[config.mk]
export PLATFORM = sky130hd
export DESIGN_NAME = async_fifo_rd_ctrl
export DESIGN_NICKNAME = d
export VERILOG_FILES = /design/src/rtl/async_fifo_rd_ctrl.sv
export SDC_FILE = /design/constraint.sdc
export NUM_CORES = 1
export LEC_CHECK = 0
export CAP_MARGIN = 20
export CORE_ASPECT_RATIO = 0.7
export CORE_UTILIZATION = 40
export CTS_CLUSTER_SIZE = 10
export DETAILED_ROUTE_END_ITERATION = 10
export GPL_ROUTABILITY_DRIVEN = 0
export GPL_TIMING_DRIVEN = 0
export MAX_ROUTING_LAYER = met4
export PLACE_DENSITY = 0.66
export SETUP_SLACK_MARGIN = 0.3
export SLEW_MARGIN = 20
export SYNTH_ARGS = -nofsm -noshare
export SYNTH_HDL_FRONTEND = slang
export SYNTH_SLANG_ARGS = --single-unit
[constraint.sdc]
create_clock -name rclk -period 3.7 [get_ports rclk]
set_clock_uncertainty 0.2 [all_clocks]
set_input_delay 0.74 -clock rclk [delete_from_list [all_inputs] [get_ports rclk]]
set_output_delay 0.74 -clock rclk [all_outputs]
set_load 0.02 [all_outputs]
[src/rtl/async_fifo_rd_ctrl.sv]
// Read-side controller for the 32-deep asynchronous FIFO. It synchronises the Gray write pointer, owns the read pointer and generates read-domain status.
// Define RD_UNDERFLOW_STICKY_EN to make underflow sticky until reset. Without it, underflow is a one-cycle pulse.
module async_fifo_rd_ctrl #(
    parameter int DATA_WIDTH  = 32,
    parameter int ADDR_WIDTH  = 5,
    parameter int SYNC_STAGES = 2
) (
    input  logic                  rclk,
    input  logic                  hw_rst,
    input  logic                  sw_rst,
    input  logic                  read_enable,
    input  logic [ADDR_WIDTH-1:0] aempty_value,
    input  logic [ADDR_WIDTH:0]   wptr_gray,
    input  logic [DATA_WIDTH-1:0] mem_rdata,
    output logic [ADDR_WIDTH-1:0] raddr,
    output logic [ADDR_WIDTH:0]   rptr_gray,
    output logic [DATA_WIDTH-1:0] rdata,
    output logic                  rdata_valid,
    output logic                  rdempty,
    output logic                  rd_almost_empty,
    output logic                  underflow,
    output logic [ADDR_WIDTH:0]   fifo_read_count,
    output logic [ADDR_WIDTH:0]   rd_level
);

    localparam int PW = ADDR_WIDTH + 1;

    function automatic logic [PW-1:0] gray_to_bin(input logic [PW-1:0] g);
        logic [PW-1:0] b;
        b[PW-1] = g[PW-1];
        for (int i = PW - 2; i >= 0; i--) begin
            b[i] = b[i+1] ^ g[i];
        end
        return b;
    endfunction

    logic [PW-1:0] sync_q [SYNC_STAGES];
    logic [PW-1:0] wq_gray;
    logic [PW-1:0] wq_bin;
    logic [PW-1:0] rptr_bin;
    logic [PW-1:0] next_rptr_bin;
    logic          rst;
    logic          rd_go;
    logic          rd_bad;
    logic          underflow_next;

    assign rst     = hw_rst | sw_rst;
    assign wq_gray = sync_q[SYNC_STAGES-1];
    assign wq_bin  = gray_to_bin(wq_gray);

    // Both pointers are registered, so comparing them in Gray form is glitch-free.
    assign rdempty         = (wq_gray == rptr_gray);
    assign rd_level        = wq_bin - rptr_bin;
    assign rd_almost_empty = (rd_level <= {1'b0, aempty_value});
    assign raddr           = rptr_bin[ADDR_WIDTH-1:0];

    assign rd_go         = read_enable & ~rdempty;
    assign rd_bad        = read_enable & rdempty;
    assign next_rptr_bin = rptr_bin + PW'(rd_go);

`ifdef RD_UNDERFLOW_STICKY_EN
    assign underflow_next = underflow | rd_bad;
`else
    assign underflow_next = rd_bad;
`endif

    // NOTE: sequential state uses non-blocking assignments only, so every flop samples pre-edge values. This includes the synchroniser chain.
    always_ff @(posedge rclk) begin
        if (rst) begin
            for (int i = 0; i < SYNC_STAGES; i++) begin
                sync_q[i] <= '0;
            end
            rptr_bin        <= '0;
            rptr_gray       <= '0;
            rdata           <= '0;
            rdata_valid     <= 1'b0;
            underflow       <= 1'b0;
            fifo_read_count <= '0;
        end else begin
            sync_q[0] <= wptr_gray;
            for (int i = 1; i < SYNC_STAGES; i++) begin
                sync_q[i] <= sync_q[i-1];
            end
            rptr_bin    <= next_rptr_bin;
            rptr_gray   <= next_rptr_bin ^ (next_rptr_bin >> 1);
            rdata_valid <= rd_go;
            underflow   <= underflow_next;
            if (rd_go) begin
                rdata           <= mem_rdata;
                fifo_read_count <= fifo_read_count + 1'b1;
            end
        end
    end

endmodule

==> results of run 1 <==
-- cells in the mapped netlist, types with 9 or more instances --
| master | number |
|---|---|
| nand3_1 | 45 |
| xnor2_1 | 11 |
| a21oi_1 | 10 |
| nand4_1 | 41 |
| o32a_1 | 33 |
| inv_1 | 49 |
| ha_1 | 13 |
| and2_1 | 14 |
| dfxtp_1 | 63 |
| nand2_1 | 9 |
| o211ai_1 | 34 |
| nor2_1 | 10 |
| clkbuf_1 | 28 |
-- worst max-delay path, delay by kind of cell (launching register included) --
family / cells / cell delay [ns]
AO/OA/AOI/OAI: 3 / 0.41
XOR/XNOR: 4 / 0.70
adder cells (fa/ha/maj): 3 / 0.85
buffers and inverters: 3 / 0.32
flip-flops: 1 / 0.36
AND/OR/NAND/NOR: 2 / 0.12
-- state kept, by name, indices dropped and copies added (netlist names) --
name             cells
fifo_read_count      6
rdata               32
rdata_valid          1
rptr_bin             5
rptr_gray            6
sync_q              12
underflow            1
-- per-layer routing --
layer	global-route usage (%)	wire, um
met1	36.5	5420
met2	36.6	4740
met3	4.93	619
met4	5.58	96
met5	-	0
-- layout make-up --
| cell class | instances | area (um2) |
|---|---|---|
| fillers | 772 | 3330 |
| multi-input cells | 276 | 2070 |
| flip-flops and latches | 63 | 1270 |
| repair buffers | 113 | 1100 |
| clock buffers | 9 | 225 |
| inverters | 49 | 184 |
| plain buffers | 41 | 178 |
| well taps | 120 | 150 |
| clock inverters | 7 | 80.1 |
-- power by group through the flow --
stage               Sequential [mW]  Clock [mW]  Combinational (mW)
finish                        0.702       0.862               0.334
global route                  0.703       0.902               0.364
CTS                           0.702       0.873               0.331
detailed placement            0.717           0               0.316
global placement              0.717           0               0.313
floorplan                     0.727           0               0.161
-- cells by family after synthesis --
| family | after synthesis | synth area share (%) |
|---|---|---|
| compound gates | 93 | 21.0 |
| xor+xnor | 20 | 5.09 |
| mux | 2 | 0.593 |
| buf+inv | 90 | 10.0 |
| fa+ha+maj | 14 | 5.09 |
| simple gates | 147 | 23.1 |
| flops | 63 | 35.1 |
-- final timing paths --
path            startpoint         endpoint  slack [ns]  cells past startpoint
min reg2reg   sync_q[0][4]    sync_q[0][10]        0.22                      1
max          sync_q[0][11]  rd_almost_empty       -0.33                     15
max reg2reg   sync_q[0][9]     rptr_gray[3]        0.55                     11
min           sync_q[0][4]    sync_q[0][10]        0.22                      1
-- through the flow --
| stage | setup TNS [ns] | instances | utilization [%] | total power [mW] | instance area [um2] |
|---|---|---|---|---|---|
| after floorplan | -0.0855 | 429 | - | 0.889 | 3630 |
| after global placement | -0.628 | 653 | 56.2 | 1.03 | 4820 |
| after detailed placement | -0.653 | 653 | 56.2 | 1.03 | 4820 |
| after CTS | -0.323 | 678 | 61.1 | 1.91 | 5240 |
| after global routing | -0.478 | 678 | 61.2 | 1.97 | 5260 |
| final | -0.329 | 678 | 61.2 | 1.90 | 5260 |
-- repair_timing --
item / 4_1_cts / 5_1_grt
hold buffers: 0 / 0
setup endpoints to repair: 7 / 7
buffers inserted: 9 / 0
pin swaps: 13 / 1
gates resized for setup: 36 / 7
==> run summary, run 1 <==
critical path's slowest cell - dfxtp_4
critical path startpoint category - register
CTS tree - yes
number of detailed-route iterations in the first pass - 4
fraction of final layout cells sized beyond drive strength 1 - 11.1%
CP arrival - 3.09 ns
commonest non-fill, non-tap cell in the layout - clkdlybuf4s50_1
instance count of the mapped netlist - 429
total net switching power - 0.524 mW
min cycle time layout - 4.03 ns
routed vias/inst - 5.57
fraction of power consumed by combinational cells - 17.6%
Worst-Margin Slew - 0.544 ns
Slew Limit Fails - 0
relative max-transition margin - 63.6%
count of pins on the block boundary - 106
Clock transition at path regs - 0.06 ns
worst min-delay path category - reg -> reg
wire length of the first global-routing pass - 17.8 mm
final worst slack - -0.329 ns
number of hold violations in the final report - 0
number of flops mapped to enable cells by yosys - 0
library cell occupying the most area in the post-synthesis netlist - dfxtp_1
largest net degree at the start of global routing - 14
Syn Nets - 490
maximum clock frequency - 248 MHz
critical path start-end classification - reg -> out
clock sink count - 63
residual overflow from global routing - 0
largest stage delay on the critical path - 0.36 ns
PortBufs - 104
DRC viols - 0
drt initial violations - 230
GRT Overall Usage - 25.4%
share of power burned in the clock network - 45.4%
Internal Power - 1.37 mW
number of placement rows - 28
number of antenna violations at the first check in global routing - 0
number of antenna repair diodes - 0
level count of the clock H-tree - 3
part of the cycle the worst path needs - 109%
Pwr per Cell Area - 361 mW/mm2
Initial Utilization - 41.8%
die width - 115 um
number of buffers created by CTS - 9
final routed wire length divided by cell count - 16.0 um
area of the mapped netlist - 0.00359 mm2
ys async rst share - 0%
number of global-route vias before repair - 3449
commonest cells after routing, fill and taps aside - clkdlybuf4s50_1 (98), dfxtp_1 (59), inv_1 (48)
result of the run - finished, violations left
critical-path cell list - xor2_4, xnor2_4, xnor2_2, ha_2, fa_2, inv_2, a21o_1, a21oi_2, xnor2_2, ha_1, buf_6, nand3_1, nor2_2, o211a_1, buf_6
share of the synthesized area in the top cell type - 35.1%
Skew-Pair Late Insertion Delay - 0.33 ns
fraction of the yosys area taken by sequential cells - 35.1%
largest fanout on the critical path - 4
routed vias - 3775
standard cell core area - 0.00858 mm2
Yosys warning total - 0
Detailed Route WL - 10.9 mm
Die Y-Extent - 81.3 um
switching fraction of total power - 27.6%
final net count - 614
setup repair after global routing missed its margin - true
synth unique cells - 43
dpl hpwl - 7.98 mm
area enclosed by the die boundary - 0.00936 mm2
Finish-stage setup viols - 1
CTS Root Cell - clkbuf_16
crit path capture type - output pin
worst supply voltage drop on vdd - 0.200 mV
power share of the sequential group - 37.0%
failing checks - negative setup slack
WHS - 0.225 ns
main flop type after synthesis - dfxtp_1
count of max-cap constraint violations - 0
leakage - 1.84 nW
deepest clock path buffer count - 2
area added between synthesis and finish - 46.4%
final antenna-violating net count - 0
synthesized area divided by synthesized cell count - 8.37 um2
required time reported for the critical path endpoint - 2.76 ns
dpl ws - -0.653 ns
largest cells by area after synthesis - dfxtp_1 (35%), o32a_1 (9.2%), nand4_1 (7.1%)
Seq cells post-synth - 63
Power figures use the tool's default switching activity.
==> run 2, diff against run 1 <==
Settings changed: CTS_CLUSTER_DIAMETER set to 120, TNS_END_PERCENT set to 10.
==> run 2 against run 1 <==
  * The run still ends with negative setup slack left
  * Fmax rose by 0.13%
  * Sequential power barely moved
  * Global-route usage did not move
  * Sequential share of layout area barely moved
  * Count of clock-buffer cells in the layout did not move
  * Combinational power barely moved
  * Utilization barely moved
  * Setup slack improved by 0.0054 ns
  * Largest cell class unchanged
==> run summary, run 2 (synthesis results as in run 1) <==
result of the run - finished, violations left
failing checks - negative setup slack
Worst-Margin Slew - 0.547 ns
origin of the critical flop-to-flop path - sync_q[0][11]
wire length of the first global-routing pass - 17.8 mm
level count of the clock H-tree - 3
Skew-Pair Late Insertion Delay - 0.33 ns
part of the cycle the worst path needs - 109%
number of antenna violations at the first check in global routing - 0
area enclosed by the die boundary - 0.00936 mm2
drt initial violations - 260
final antenna-violating net count - 0
final net count - 613
number of detailed-route iterations in the first pass - 4
Slew Limit Fails - 0
worst path bufs/invs - 3
final routed wire length divided by cell count - 16.2 um
required time reported for the critical path endpoint - 2.76 ns
critical path's slowest cell - dfxtp_4
area added between synthesis and finish - 46.5%
total placed cells including tap cells - 653
die width - 115 um
Initial Utilization - 41.8%
dpl hpwl - 7.98 mm
deepest clock path buffer count - 2
final core occ - 61.3%
Detailed Route WL - 11.0 mm
multi-input logic area - 0.00207 mm2
Pwr per Cell Area - 360 mW/mm2
CP arrival - 3.08 ns
min cycle time layout - 4.02 ns
critical path start-end classification - reg -> out
number of global-route vias before repair - 3445
largest stage delay on the critical path - 0.36 ns
critical-path cell list - xor2_4, xnor2_4, xnor2_2, ha_2, fa_2, inv_2, a21o_1, a21oi_2, xnor2_2, ha_1, buf_6, nand3_1, nor2_2, o211a_1, buf_6
commonest non-fill, non-tap cell in the layout - clkdlybuf4s50_1
number of antenna repair diodes - 0
worst min-delay path category - reg -> reg
number of buffers created by CTS - 9
critical path startpoint category - register
setup repair after global routing missed its margin - true
routed vias - 3744
routed vias/inst - 5.53
cts hold-fix bufs - 0
registers with the most flip-flops - rdata x32, sync_q x12
dpl ws - -0.653 ns
largest net degree at the start of global routing - 14
number of hold violations in the final report - 0
count of max-cap constraint violations - 0
Die Y-Extent - 81.3 um
area used by sequential logic in the layout - 0.00127 mm2
crit path capture type - output pin
WHS - 0.224 ns
fillers - 772
max reg flops - 32
DRC viols - 0
final worst slack - -0.323 ns
fraction of final layout cells sized beyond drive strength 1 - 11.3%
worst supply voltage drop on vdd - 0.198 mV
maximum clock frequency - 249 MHz
clock sink count - 63
standard cell core area - 0.00858 mm2
post-route insts no fill - 677
largest fanout on the critical path - 4
PortBufs - 104
commonest cells after routing, fill and taps aside - clkdlybuf4s50_1 (97), dfxtp_1 (59), inv_1 (48)
count of pins on the block boundary - 106
critical hold path startpoint - sync_q[0][5]
leakage - 1.84 nW
register with the highest flop count - rdata
Finish-stage setup viols - 1
GRT Overall Usage - 25.4%
relative max-transition margin - 63.5%
number of placement rows - 28
CTS tree - yes
residual overflow from global routing - 0
Worst setup startpoint - sync_q[0][11]
Clock transition at path regs - 0.06 ns
CTS Root Cell - clkbuf_16
kind of cell adding the most delay to the critical path - adder cells
## run 2: final timing paths
kind / to / slack [ns] / cells after the start
worst max-delay path: rd_almost_empty / -0.32 / 15
worst min-delay path: sync_q[0][11] / 0.22 / 1
worst max register to register: rptr_gray[3] / 0.50 / 12
worst min register to register: sync_q[0][11] / 0.22 / 1
## run 2: per-layer routing
metal  part of all wire (%)  up-vias  GRT usage, %
met5                      0        -             -
met4                   0.52        0          5.58
met3                    5.1        8          4.93
met2                     44      105          36.6
met1                     51     1787          36.5
li1                       -     1844             -
## run 2: report_power, final
| group | switching (mW) | internal, mW | leakage, nW |
|---|---|---|---|
| clock | 0.329 | 0.529 | 0.143 |
| sequential | 0.0108 | 0.691 | 0.512 |
| combinational | 0.182 | 0.153 | 1.18 |
| total | 0.522 | 1.37 | 1.84 |
## run 2: layout make-up
class | instances | area share, %
Clock inverter | 7 | 1.52
Buffer | 41 | 3.50
Inverter | 49 | 3.50
Clock buffer | 9 | 4.28
Multi-Input combinational cell | 276 | 39.4
Sequential cell | 63 | 24.2
Tap cell | 120 | 2.86
Timing Repair Buffer | 112 | 20.8
## run 2: through the flow
step	setup TNS (ns)	power, mW	instance area [um2]
after global routing	-0.478	1.97	5260
after floorplan	-0.0855	0.889	3630
after detailed placement	-0.653	1.03	4820
after CTS	-0.323	1.90	5230
after global placement	-0.628	1.03	4820
final	-0.323	1.89	5260
## run 2: timing repair
action	CTS	global route
pin swaps	13	2
endpoints found under the setup margin	7	8
resized for setup	33	10
buffers inserted	8	0
